[src/rtl/uart_pkg.sv]
// Shared types and constants for the UART receive control path.
package uart_pkg;

    localparam int UART_DIV_W = 16;
    localparam logic [UART_DIV_W-1:0] UART_DIV_DEFAULT = 16'd163;

    typedef enum logic [1:0] {
        DB5 = 2'b00,
        DB6 = 2'b01,
        DB7 = 2'b10,
        DB8 = 2'b11
    } data_bits_e;

    typedef struct packed {
        logic [UART_DIV_W-1:0] div;
        data_bits_e            data_bits;
        logic                  stop_bits;
        logic                  parity_en;
        logic                  parity_type;
    } uart_cfg_t;

    localparam uart_cfg_t UART_CFG_RESET = '{
        div:         UART_DIV_DEFAULT,
        data_bits:   DB8,
        stop_bits:   1'b0,
        parity_en:   1'b0,
        parity_type: 1'b0
    };

    // Mask keeping the low (data_bits+5) bits of a received byte.
    function automatic logic [7:0] data_mask(data_bits_e db);
        return 8'hFF >> (2'd3 - 2'(db));
    endfunction

endpackage

[src/rtl/uart_rx_fifo.sv]
// Synchronous first-word-fall-through FIFO: the head entry is always on
// rd_data. The caller guarantees push only when not full (or popping) and
// pop only when level != 0.
module uart_rx_fifo #(
    parameter int WIDTH = 9,
    parameter int DEPTH = 4
) (
    input  logic                     clk,
    input  logic                     rst_n,
    input  logic                     push,
    input  logic [WIDTH-1:0]         wr_data,
    input  logic                     pop,
    output logic [WIDTH-1:0]         rd_data,
    output logic [$clog2(DEPTH):0]   level,
    output logic                     full
);

    localparam int AW = $clog2(DEPTH);
    localparam int LW = AW + 1;

    logic [WIDTH-1:0] mem [DEPTH];
    logic [AW-1:0]    wr_ptr;
    logic [AW-1:0]    rd_ptr;
    logic [LW-1:0]    cnt;

    // Storage; cleared on reset so the head reads zero out of reset.
    always_ff @(posedge clk or negedge rst_n) begin
        if (!rst_n) begin
            for (int i = 0; i < DEPTH; i++) begin
                mem[i] <= '0;
            end
        end else if (push) begin
            mem[wr_ptr] <= wr_data;
        end
    end

    // Pointers wrap naturally because DEPTH is a power of two.
    always_ff @(posedge clk or negedge rst_n) begin
        if (!rst_n) begin
            wr_ptr <= '0;
            rd_ptr <= '0;
        end else begin
            if (push) wr_ptr <= wr_ptr + AW'(1);
            if (pop)  rd_ptr <= rd_ptr + AW'(1);
        end
    end

    // Occupancy; simultaneous push and pop leaves it unchanged.
    always_ff @(posedge clk or negedge rst_n) begin
        if (!rst_n) begin
            cnt <= '0;
        end else begin
            case ({push, pop})
                2'b10:   cnt <= cnt + LW'(1);
                2'b01:   cnt <= cnt - LW'(1);
                default: cnt <= cnt;
            endcase
        end
    end

    assign rd_data = mem[rd_ptr];
    assign level   = cnt;
    assign full    = (cnt == LW'(DEPTH));

endmodule

[src/rtl/uart_rx_ctrl.sv]
// UART receive control: oversample tick, shadow frame config, frame capture
// into a FWFT FIFO, RTS flow control and sticky receive status.
module uart_rx_ctrl
    import uart_pkg::*;
#(
    parameter int DIV_W      = 16,
    parameter int DEPTH      = 4,
    parameter int RTS_THRESH = 3
) (
    input  logic                   clk,
    input  logic                   rst_n,
    input  logic                   cfg_en,
    input  logic                   cfg_wr,
    input  logic [DIV_W-1:0]       cfg_div,
    input  logic [1:0]             cfg_data_bits,
    input  logic                   cfg_stop_bits,
    input  logic                   cfg_parity_en,
    input  logic                   cfg_parity_type,
    output logic                   tick,
    output logic [1:0]             data_bit_num,
    output logic                   stop_bit_num,
    output logic                   parity_en,
    output logic                   parity_type,
    output logic                   rts_n,
    input  logic                   rx_done,
    input  logic [7:0]             rx_data,
    input  logic                   parity_error,
    output logic                   rd_valid,
    input  logic                   rd_ready,
    output logic [7:0]             rd_data,
    output logic                   rd_perr,
    output logic [$clog2(DEPTH):0] fifo_level,
    output logic                   overrun,
    output logic [7:0]             perr_count,
    input  logic                   clr_status
);

    localparam int LVL_W = $clog2(DEPTH) + 1;

    // Read port handshake: rd_valid/rd_data/rd_perr describe the FIFO head;
    // an entry is consumed on any clock edge where rd_valid && rd_ready, and
    // rd_valid never drops without such a transfer (except on reset).

    uart_cfg_t        cfg_q;
    logic [DIV_W-1:0] tick_cnt;
    logic             tick_q;
    logic             rx_done_q;
    logic             cap_v;
    logic [8:0]       cap_w;
    logic             fifo_push;
    logic             fifo_pop;
    logic             fifo_full;
    logic             drop;
    logic             perr_ev;
    logic [8:0]       fifo_head;
    logic [LVL_W-1:0] level;
    logic             overrun_q;
    logic [7:0]       perr_q;
    logic             rts_q;

    // Shadow config; writes are honoured only while the receiver is disabled.
    // A divisor wider than the package field is truncated to that field.
    always_ff @(posedge clk or negedge rst_n) begin
        if (!rst_n) begin
            cfg_q <= UART_CFG_RESET;
        end else if (cfg_wr && !cfg_en) begin
            cfg_q <= '{
                div:         UART_DIV_W'(cfg_div),
                data_bits:   data_bits_e'(cfg_data_bits),
                stop_bits:   cfg_stop_bits,
                parity_en:   cfg_parity_en,
                parity_type: cfg_parity_type
            };
        end
    end

    // Oversample tick: one-cycle strobe every div+1 enabled clocks.
    always_ff @(posedge clk or negedge rst_n) begin
        if (!rst_n) begin
            tick_cnt <= '0;
            tick_q   <= 1'b0;
        end else if (!cfg_en) begin
            tick_cnt <= '0;
            tick_q   <= 1'b0;
        end else if (tick_cnt == DIV_W'(cfg_q.div)) begin
            tick_cnt <= '0;
            tick_q   <= 1'b1;
        end else begin
            tick_cnt <= tick_cnt + DIV_W'(1);
            tick_q   <= 1'b0;
        end
    end

    // Rising-edge detect on rx_done; the masked frame and its parity flag are
    // captured on the edge and written to the FIFO one clock later.
    always_ff @(posedge clk or negedge rst_n) begin
        if (!rst_n) begin
            rx_done_q <= 1'b0;
            cap_v     <= 1'b0;
            cap_w     <= '0;
        end else begin
            rx_done_q <= rx_done;
            cap_v     <= cfg_en & rx_done & ~rx_done_q;
            if (rx_done && !rx_done_q) begin
                cap_w <= {parity_error, rx_data & data_mask(cfg_q.data_bits)};
            end
        end
    end

    assign fifo_pop  = rd_valid & rd_ready;
    assign fifo_push = cap_v & (~fifo_full | fifo_pop);
    assign drop      = cap_v & fifo_full & ~fifo_pop;
    assign perr_ev   = cap_v & cap_w[8];

    uart_rx_fifo #(
        .WIDTH (9),
        .DEPTH (DEPTH)
    ) u_fifo (
        .clk     (clk),
        .rst_n   (rst_n),
        .push    (fifo_push),
        .wr_data (cap_w),
        .pop     (fifo_pop),
        .rd_data (fifo_head),
        .level   (level),
        .full    (fifo_full)
    );

    // Sticky status: clear takes effect first, a same-cycle event still lands.
    always_ff @(posedge clk or negedge rst_n) begin
        if (!rst_n) begin
            overrun_q <= 1'b0;
            perr_q    <= '0;
        end else if (clr_status) begin
            overrun_q <= drop;
            perr_q    <= perr_ev ? 8'd1 : 8'd0;
        end else begin
            if (drop) overrun_q <= 1'b1;
            if (perr_ev && perr_q != 8'hFF) perr_q <= perr_q + 8'd1;
        end
    end

    // Flow control: stop the sender when disabled or nearly full.
    always_ff @(posedge clk or negedge rst_n) begin
        if (!rst_n) begin
            rts_q <= 1'b1;
        end else begin
            rts_q <= ~cfg_en | (level >= LVL_W'(RTS_THRESH));
        end
    end

    assign tick         = tick_q;
    assign data_bit_num = cfg_q.data_bits;
    assign stop_bit_num = cfg_q.stop_bits;
    assign parity_en    = cfg_q.parity_en;
    assign parity_type  = cfg_q.parity_type;
    assign rts_n        = rts_q;
    assign rd_valid     = (level != '0);
    assign rd_data      = fifo_head[7:0];
    assign rd_perr      = fifo_head[8];
    assign fifo_level   = level;
    assign overrun      = overrun_q;
    assign perr_count   = perr_q;

endmodule

[config.mk]
export PLATFORM = sky130hd
export DESIGN_NAME = uart_rx_ctrl
export DESIGN_NICKNAME = d
export VERILOG_FILES = /design/src/rtl/uart_pkg.sv /design/src/rtl/uart_rx_fifo.sv /design/src/rtl/uart_rx_ctrl.sv
export SDC_FILE = /design/constraint.sdc
export NUM_CORES = 1
export LEC_CHECK = 0
export BUFFER_PORTS_ARGS = -buffer_cell sky130_fd_sc_hd__buf_2
export CELL_PAD_IN_SITES_DETAIL_PLACEMENT = 1
export CELL_PAD_IN_SITES_GLOBAL_PLACEMENT = 1
export CORE_MARGIN = 3
export CORE_UTILIZATION = 50
export DETAILED_ROUTE_END_ITERATION = 7
export PLACE_DENSITY_LB_ADDON = 0.1
export SLEW_MARGIN = 20
export SYNTH_ARGS = -nofsm -noshare
export SYNTH_HDL_FRONTEND = slang
export SYNTH_SLANG_ARGS = --single-unit
[constraint.sdc]
create_clock -name clk -period 3.4 [get_ports clk]
set_clock_uncertainty 0.15 [all_clocks]
set_input_delay 0.51 -clock clk [delete_from_list [all_inputs] [get_ports clk]]
set_output_delay 0.51 -clock clk [all_outputs]
set_load 0.03 [all_outputs]
==> flow_summary.ini, run 1 <==
[outcome]
status = finished clean

[synthesis]
distinct_cell_type_count_of_the_synthesized_netlist = 45
synth-seq-area-share_pct = 54.4
syn_inst = 379
ranking_of_synthesized_cells_by_area = sky130_fd_sc_hd__dfrtp_1 50%, sky130_fd_sc_hd__mux2_2 14%, sky130_fd_sc_hd__xnor2_1 5.6%
most_frequent_cell_after_synthesis = sky130_fd_sc_hd__dfrtp_1
synth_largest_type_area_fraction_pct = 50.5
post_synth.cell_area_avg_um2 = 12.4
asyncSetResetFlopFracSynth_pct = 100
synth.mux.area_fraction_pct = 18.8
synth_area_um2 = 4710
postSynthRegisterBits = 102
synth-edff-count = 0
syn_nets = 423
synth_top_flop_cell = sky130_fd_sc_hd__dfrtp_1
synthesis.yosys.warnings = 0
share_of_the_synthesized_area_in_compound_gates_ao_oa_aoi_oai_pct = 4.09
netlist_top_cells_count = 95 x sky130_fd_sc_hd__dfrtp_1, 59 x sky130_fd_sc_hd__mux2_2, 32 x sky130_fd_sc_hd__nand2_1
combinational_family_with_the_most_area_after_synthesis = multiplexers
synth_top_cell_by_area = sky130_fd_sc_hd__dfrtp_1
synthXorXnorAreaFrac_pct = 6.70
post_synth_and_or_nand_nor_area_fraction_pct = 11.3
adder_and_majority_cell_fraction_of_the_synthesized_area_pct = 2.02

[global_route]
number_of_global_route_vias_before_repair = 3308
grt_util_all_layers_pct = 20.5
grt_start_max_net_pins = 56
grt-ovfl-total = 0
grt_antenna_before_repair = 0
grt_pass1_wl_mm = 16.6

[clock_tree]
clkTransAtPathRegs_ns = 0.10
cts.sink_count = 102
numCtsBuffers = 9
cts_hold_buffers = 0
cts_htree_levels = 3
clockRootBuffer = sky130_fd_sc_hd__clkbuf_8
cts-resized-gates = 0
post_cts_buffers = 0
cts_tree = done
clock_insertion_delay_worst_skew_ns = 0.36
cts_buffer_depth = 2

[detailed_routing]
wirelength_mm = 9.97
detailedRoute.firstPassIterationCount = 4
wl_per_cell_um = 18.0
drc = 0
route.antenna.remaining_nets = 0
drt-initial-drc-count = 39
post_drt_via_cell_ratio = 5.60
vias = 3106

[setup_path]
critPathMaxFanout = 11
setup.worst_path.end_class = output port
startpoint_type = flop
crit_type = reg2out
arrival_ns = 1.94
cp.required_ns = 2.74

[sta]
final_min_period_over_clock_period_pct = 76.5
finalSetupTns_ns = 0
post-route-min-period_ns = 2.60
max_slew.worst_pin.slew_ns = 0.913
max_freq_ghz = 0.384
timing.final.hold_violations = 0
setup_viol = 0
max-slew-margin-rel_pct = 38.9
grt_setup_unrepaired = no
drv_slew = 0
hold-worst-slack_ns = 0.00686

[layout]
postLayoutCoreUtil_pct = 59.5
ant_cells = 0
nNetsFinal = 486
layout.filler_cells = 964
synthToLayoutAreaGrowth_pct = 12.8
drive_above_1_share_pct = 36.9
final_cell_count_no_fill = 555

[floorplan]
io_pins = 66
core_um2 = 8930
initial_core_util_pct = 52.7
die-area_um2 = 10600
rows = 34
die_w_um = 103
dieHeight_um = 103

[pwr]
p_leak_uw = 0.00243
vdd.ir_drop.worst_uv = 345
total_power_uw = 3620
cellPowerDensity_nw_per_um2 = 681

[flow_run]
drv.max_cap_violation_count = 0

[min_path]
worst_hold_path_type = in2async

[placement]
place.detailed.instances = 539
place.detailed.hpwl_mm = 7.10
numPortBuffers = 65
place_congestion = 0.762
-- per-stage QoR --
step / cell area, um^2 / worst slack, ns
global route: 5310 / 0.668
global placement: 5120 / 1.11
finish: 5310 / 0.798
detailed placement: 5120 / 1.05
floorplan: 4710 / 0.955
CTS: 5310 / 0.752
-- report_power, final --
part | switching, uW | internal (uW)
clock network | 398 | 342
logic | 564 | 534
registers | 271 | 1510
total | 1230 | 2380
-- cells by family (layout without fill, tap and decap cells) --
logic type,after synthesis,in the layout
XOR/XNOR,36,36
flip-flops,102,102
multiplexers,70,70
buffers and inverters,28,96
adder cells (fa/ha/maj),7,7
AO/OA/AOI/OAI,29,29
AND/OR/NAND/NOR,107,107
-- worst max-delay path, cell delays in order (launching register included) --
cell                      delay [ns]
sky130_fd_sc_hd__dfrtp_1        0.80
sky130_fd_sc_hd__mux4_2         0.60
sky130_fd_sc_hd__buf_2          0.20
-- final timing paths --
check / start / end / slack (ns) / cells past startpoint
max: u_fifo.rd_ptr[0] / rd_data[6] / 0.80 / 2
min: rst_n / u_fifo.mem[19] / 0.007 / 1
max reg2reg: u_fifo.level[1] / u_fifo.level[1] / 1.04 / 6
min reg2reg: u_fifo.mem[1] / u_fifo.mem[1] / 0.36 / 1
max in group asynchronous: rst_n / cfg_q[12] / 2.32 / 2
min in group clk: rx_done / rx_done_q / 0.13 / 1
-- registers in the layout (all words and copies together) (netlist names) --
register       cells
cap_v              1
rx_done_q          1
u_fifo.rd_ptr      2
overrun            1
cfg_q             16
rts_n              1
perr_count         8
tick_cnt          16
u_fifo.mem        36
cap_w              9
u_fifo.wr_ptr      2
stop_bit_num       1
tick               1
parity_type        1
data_bit_num       2
u_fifo.level       3
parity_en          1
-- per-layer routing --
metal / share of wire [%] / GRT usage [%] / vias to the layer above
met5: 0 / 0 / -
met4: 1.2 / 5.78 / 0
met3: 3.4 / 3.79 / 10
met2: 50 / 34.8 / 54
met1: 46 / 27.1 / 1603
li1: - / - / 1439
-- cells in the final DEF, fill, tap and decap left out, types with 9 or more instances in the layout --
cell                        n
sky130_fd_sc_hd__buf_2     64
sky130_fd_sc_hd__clkbuf_8   9
sky130_fd_sc_hd__dfrtp_1   95
sky130_fd_sc_hd__inv_1     13
sky130_fd_sc_hd__mux2_2    59
sky130_fd_sc_hd__mux4_2     9
sky130_fd_sc_hd__nand2_1   32
sky130_fd_sc_hd__nand3_1   11
sky130_fd_sc_hd__nor2_1    26
sky130_fd_sc_hd__o21ai_0   12
sky130_fd_sc_hd__xnor2_1   30
-- area by class of cell --
cell class | count | area, um^2 | area share, %
Multi-Input combinational cell | 249 | 2020 | 38.1
Clock inverter | 4 | 51.3 | 0.966
Timing Repair Buffer | 67 | 355 | 6.69
Sequential cell | 102 | 2560 | 48.2
Inverter | 13 | 48.8 | 0.919
Tap cell | 108 | 135 | 2.54
Clock buffer | 12 | 135 | 2.54
No activity file was read; power rests on OpenSTA's default activity.
==> run 2: changes to the inputs <==
--- a/config.mk
+++ b/config.mk
@@ -9,7 +9,7 @@
 export CELL_PAD_IN_SITES_DETAIL_PLACEMENT = 1
 export CELL_PAD_IN_SITES_GLOBAL_PLACEMENT = 1
 export CORE_MARGIN = 3
-export CORE_UTILIZATION = 50
+export CORE_UTILIZATION = 46
 export DETAILED_ROUTE_END_ITERATION = 7
 export PLACE_DENSITY_LB_ADDON = 0.1
 export SLEW_MARGIN = 20
==> constraint.sdc (replaced) <==
create_clock -name clk -period 2.49 [get_ports clk]
set_clock_uncertainty 0.15 [all_clocks]
set_input_delay 0.3735 -clock clk [delete_from_list [all_inputs] [get_ports clk]]
set_output_delay 0.3735 -clock clk [all_outputs]
set_load 0.03 [all_outputs]
==> run 2 against run 1 <==
Effect of this change: worst setup slack got worse by 0.58 ns; utilization decreased by 3.9 points; non-clock buffer count is 6 higher; design area increased by 3.1%; wire length up 1.0%; sequential share of layout area shrank 1.5 points; critical endpoint is now u_fifo.level[1]; clock power grew 85%; count of clock-buffer cells in the layout shrank 2; critical path depth increased by 4; sequential power is 33% higher.
==> flow_summary.ini, run 2 (synthesized netlist as in run 1, its figures left out) <==
[layout]
final_cell_mix = 95 x sky130_fd_sc_hd__dfrtp_1, 64 x sky130_fd_sc_hd__buf_2, 59 x sky130_fd_sc_hd__mux2_2, 32 x sky130_fd_sc_hd__nand2_1, 30 x sky130_fd_sc_hd__xnor2_1
leading_cell_type_in_the_layout_fill_and_taps_excluded = sky130_fd_sc_hd__dfrtp_1
ant_cells = 0
layout.area.seq_um2 = 2560
synthToLayoutAreaGrowth_pct = 16.3
final_cell_count_no_fill = 586
top_register = u_fifo.mem
postLayoutCellArea_um2 = 5480
largest_reg_flops = 36
multi_input_area_um2 = 2020
nNetsFinal = 492
drive_above_1_share_pct = 38.0
reg_top3 = u_fifo.mem (36), cfg_q (16), tick_cnt (16)
layout.filler_cells = 1034

[global_route]
grt_start_max_net_pins = 50
grt_pass1_wl_mm = 17.2
number_of_global_route_vias_before_repair = 3380
grt-ovfl-total = 0
grt_util_all_layers_pct = 19.2
grt_antenna_before_repair = 0

[floorplan]
die-area_um2 = 11500
dieHeight_um = 107
initial_core_util_pct = 47.7
io_pins = 66
rows = 36
core_um2 = 9860
die_w_um = 107

[pwr]
power.share.switching_pct = 32.3
combPwrFrac_pct = 29.6
vdd.ir_drop.worst_uv = 495
cellPowerDensity_nw_per_um2 = 971
netSwitchingPower_uw = 1720
p_leak_uw = 0.00250
power.share.sequential_pct = 44.6
power_frac_clock_pct = 25.8
power_report.internal_total_uw = 3600

[clock_tree]
clock_insertion_delay_worst_skew_ns = 0.37
cts_buffer_depth = 2
clockRootBuffer = sky130_fd_sc_hd__clkbuf_8
cts.sink_count = 102
cts_htree_levels = 3
cts_tree = done
numCtsBuffers = 9
clkTransAtPathRegs_ns = 0.09

[setup_path]
startpoint_type = flop
setup.worst_path.end_class = flop
critPathMaxFanout = 9
crit_type = reg2reg
cp.required_ns = 2.62
arrival_ns = 2.40

[detailed_routing]
wirelength_mm = 10.1
drt-initial-drc-count = 106
route.antenna.remaining_nets = 0
wl_per_cell_um = 17.2
detailedRoute.firstPassIterationCount = 4
drc = 0
post_drt_via_cell_ratio = 5.34
vias = 3127

[sta]
max_freq_ghz = 0.440
grt_setup_unrepaired = no
setup_viol = 0
max_slew.worst_pin.slew_ns = 0.646
finalSetupTns_ns = 0
timing.final.hold_violations = 0
max-slew-margin-rel_pct = 56.8
drv_slew = 0
final_min_period_over_clock_period_pct = 91.3
post-route-min-period_ns = 2.27

[outcome]
status = finished clean

[placement]
place.detailed.instances = 568
placed_cell_area_um2 = 5190
numPortBuffers = 65
place.detailed.hpwl_mm = 7.25
place_congestion = 0.748

[min_path]
worst_hold_path_type = in2reg

[flow_run]
drv.max_cap_violation_count = 0
-- run 2: repair_timing --
action | 4_1_cts | 5_1_grt
resized for setup | 0 | 0
hold buffers | 2 | 0
buffers inserted | 0 | 0
hold endpoints to repair | 36 | 0
-- run 2: power by group through the flow --
stage          Combinational (uW)  Clock, uW  Sequential [uW]
2_1_floorplan                1180          0             2340
3_3_place_gp                 1540          0             2370
3_5_place_dp                 1590          0             2410
4_1_cts                      1600       1400             2370
5_1_grt                      1720       1480             2430
6_report                     1570       1370             2370
-- run 2: routing by layer --
metal  vias up  track usage (%)  part of all wire [%]
met5         -                0                     0
met4         0             5.84                   1.5
met3        12             4.21                   4.9
met2        61             31.8                    48
met1      1599             25.3                    46
li1       1455                -                     -
-- run 2: layout make-up --
type / instances / area share (%)
sequential: 102 / 46.8
inverter: 13 / 0.891
multi-input combinational: 249 / 37.0
tap: 133 / 3.04
clock inverter: 6 / 2.42
clock buffer: 10 / 2.51
timing repair buffer: 73 / 7.40
-- run 2: critical path, stage by stage, from the launching register on --
cell and delay, ns:
sky130_fd_sc_hd__dfrtp_1 0.49, sky130_fd_sc_hd__or3_1 0.47, sky130_fd_sc_hd__nand3_1 0.13, sky130_fd_sc_hd__fa_1 0.44, sky130_fd_sc_hd__a211oi_1 0.20, sky130_fd_sc_hd__o21ai_0 0.12, sky130_fd_sc_hd__a22oi_1 0.19
-- run 2: through the flow --
step / total power (uW) / utilization [%] / hold WS [ns] / setup slack, ns
6_report: 5320 / 55.5 / 0.0464 / 0.216
5_1_grt: 5630 / 55.5 / 0.0368 / 0.00550
4_1_cts: 5380 / 55.5 / 0.0277 / 0.221
3_5_place_dp: 4000 / 52.6 / 0.258 / 0.264
3_3_place_gp: 3910 / 52.6 / 0.253 / 0.337
2_1_floorplan: 3520 / - / -0.0721 / 0.0447
-- run 2: worst paths after layout --
path,cells past startpoint,startpoint,to,slack (ns)
worst min-delay path,3,rx_data[1],cap_w[1],0.05
worst min register to register,1,u_fifo.mem[6],u_fifo.mem[6],0.36
worst max register to register,6,u_fifo.level[1],u_fifo.level[1],0.22
worst max-delay path,6,u_fifo.level[1],u_fifo.level[1],0.22
min in group asynchronous,2,rst_n,u_fifo.mem[22],0.39
max in group asynchronous,3,rst_n,cfg_q[5],1.09
==> run 3: changes to the inputs <==
--- a/config.mk
+++ b/config.mk
@@ -9,7 +9,7 @@
 export CELL_PAD_IN_SITES_DETAIL_PLACEMENT = 1
 export CELL_PAD_IN_SITES_GLOBAL_PLACEMENT = 1
 export CORE_MARGIN = 3
-export CORE_UTILIZATION = 46
+export CORE_UTILIZATION = 30
 export DETAILED_ROUTE_END_ITERATION = 7
 export PLACE_DENSITY_LB_ADDON = 0.1
 export SLEW_MARGIN = 20
==> run 3 against run 2 <==
Effect of this change: die area up 50%; register-to-register slack better by 0.09 ns; wire length up 5.8%; cell count up 14%; sequential share of layout area down 1.6 points; via count down 0.19%; critical path type is now reg2out; global-route usage down 5.9 points; design area up 3.5%; power up 5.1%.
==> flow_summary.ini, run 3 (synthesized netlist as in run 1, its figures left out) <==
[outcome]
status = finished clean

[global_route]
grt-ovfl-total = 0
grt_antenna_before_repair = 0
grt_pass1_wl_mm = 18.3
grt_start_max_net_pins = 39
grt_util_all_layers_pct = 13.3
number_of_global_route_vias_before_repair = 3397

[clock_tree]
clkTransAtPathRegs_ns = 0.07
cts_tree = done
cts_buffer_depth = 2
clock_insertion_delay_worst_skew_ns = 0.35
numCtsBuffers = 9
cts.sink_count = 102
cts_htree_levels = 3
clockRootBuffer = sky130_fd_sc_hd__clkbuf_16

[setup_path]
rrSetupSlack_ns = 0.31
crit_type = reg2out
r2r_end = u_fifo.level[1]
critPathMaxFanout = 11
endpoint = rd_data[5]
reg2reg_from = u_fifo.level[1]
startpoint_type = flop
timing.reg2reg.worst_path_depth = 6
cp.required_ns = 1.97
startpoint = u_fifo.rd_ptr[0]
setup.worst_path.end_class = output port
arrival_ns = 1.69

[layout]
largest_reg_flops = 36
ant_cells = 0
layout.area.seq_um2 = 2560
nNetsFinal = 494
synthToLayoutAreaGrowth_pct = 20.4
drive_above_1_share_pct = 38.0
leading_cell_type_in_the_layout_fill_and_taps_excluded = sky130_fd_sc_hd__dfrtp_1
multi_input_area_um2 = 2020
reg_top3 = u_fifo.mem (36), cfg_q (16), tick_cnt (16)
postLayoutCoreUtil_pct = 37.1
postLayoutCellArea_um2 = 5670
final_cell_mix = 95 x sky130_fd_sc_hd__dfrtp_1, 64 x sky130_fd_sc_hd__buf_2, 59 x sky130_fd_sc_hd__mux2_2, 32 x sky130_fd_sc_hd__nand2_1, 30 x sky130_fd_sc_hd__xnor2_1
layout.filler_cells = 1670
top_register = u_fifo.mem

[floorplan]
die_w_um = 131
core_um2 = 15300
die-area_um2 = 17200
rows = 45
initial_core_util_pct = 30.9
io_pins = 66
dieHeight_um = 131

[placement]
placed_cell_area_um2 = 5300
numPortBuffers = 65
place.detailed.hpwl_mm = 7.50
worst_slack_after_detailed_placement_ns = 0.311
place_congestion = 0.721

[sta]
final_critical_path_setup_slack_ns = 0.280
max_slew.worst_pin.slew_ns = 0.646
hold-worst-slack_ns = 0.0667
grt_setup_unrepaired = no
post-route-min-period_ns = 2.21
final_min_period_over_clock_period_pct = 88.7
finalSetupTns_ns = 0
max_freq_ghz = 0.453
setup_viol = 0
drv_slew = 0
timing.final.hold_violations = 0
max-slew-margin-rel_pct = 56.5

[detailed_routing]
post_drt_via_cell_ratio = 4.69
wl_per_cell_um = 16.0
wirelength_mm = 10.7
detailedRoute.firstPassIterationCount = 4
drt-initial-drc-count = 111
route.antenna.remaining_nets = 0
vias = 3121
drc = 0

[flow_run]
drv.max_cap_violation_count = 0

[pwr]
vdd.ir_drop.worst_uv = 329
p_leak_uw = 0.00254
cellPowerDensity_nw_per_um2 = 986

[min_path]
worst_hold_path_type = in2reg
## run 3: changes by cell type in the layout (fill, tap and decap cells not counted), sizes merged
cell,delta
bufinv,-1
buf,+2
clkbuf,+1
## run 3: final cells by class
class                   count  share of cell area (%)
clock inverters             5                    1.88
clock buffers              11                    4.28
multi-input cells         249                    35.7
inverters                  13                   0.861
flip-flops and latches    102                    45.2
repair buffers             75                    7.42
well taps                 211                    4.66
## run 3: repair_timing
item	4_1_cts	5_1_grt
hold buffers	2	0
buffers inserted	0	0
endpoints found under the hold margin	31	0
setup endpoints to repair	0	0
resized for setup	0	0
## run 3: metrics by stage
step                std cells  power [uW]
floorplan                 379        3520
global placement          648        3950
detailed placement        648        4010
CTS                       666        5700
global route              666        5970
finish                    666        5590
## run 3: critical path, cell delays in order, from the launching register on
cell and delay (ns):
sky130_fd_sc_hd__dfrtp_1 0.33, sky130_fd_sc_hd__buf_4 0.25, sky130_fd_sc_hd__mux4_2 0.55, sky130_fd_sc_hd__buf_2 0.20
## run 3: per-layer routing
layer | wire length (um) | global-route usage, %
met1 | 5110 | 18.1
met2 | 4920 | 20.6
met3 | 413 | 2.83
met4 | 217 | 5.78
met5 | 0 | 0
## run 3: worst min-delay path by stage
stage | from | to | cells past startpoint | slack (ns)
after global routing | rx_data[1] | cap_w[1] | 3 | 0.07
after floorplan | rst_n | cap_v | 0 | -0.07
after detailed placement | rst_n | tick_cnt[1] | 1 | 0.22
after global placement | rst_n | tick_cnt[1] | 1 | 0.23
after CTS | rx_data[1] | cap_w[1] | 3 | 0.05
final | rx_data[1] | cap_w[1] | 3 | 0.07
## run 3: power by group
group | internal [uW] | leakage (uW) | switching (uW) | total (uW)
Clock | 1010 | 0.000166 | 638 | 1650
Combinational | 749 | 0.00108 | 829 | 1580
Sequential | 2060 | 0.00130 | 300 | 2360
Total | 3820 | 0.00254 | 1770 | 5590
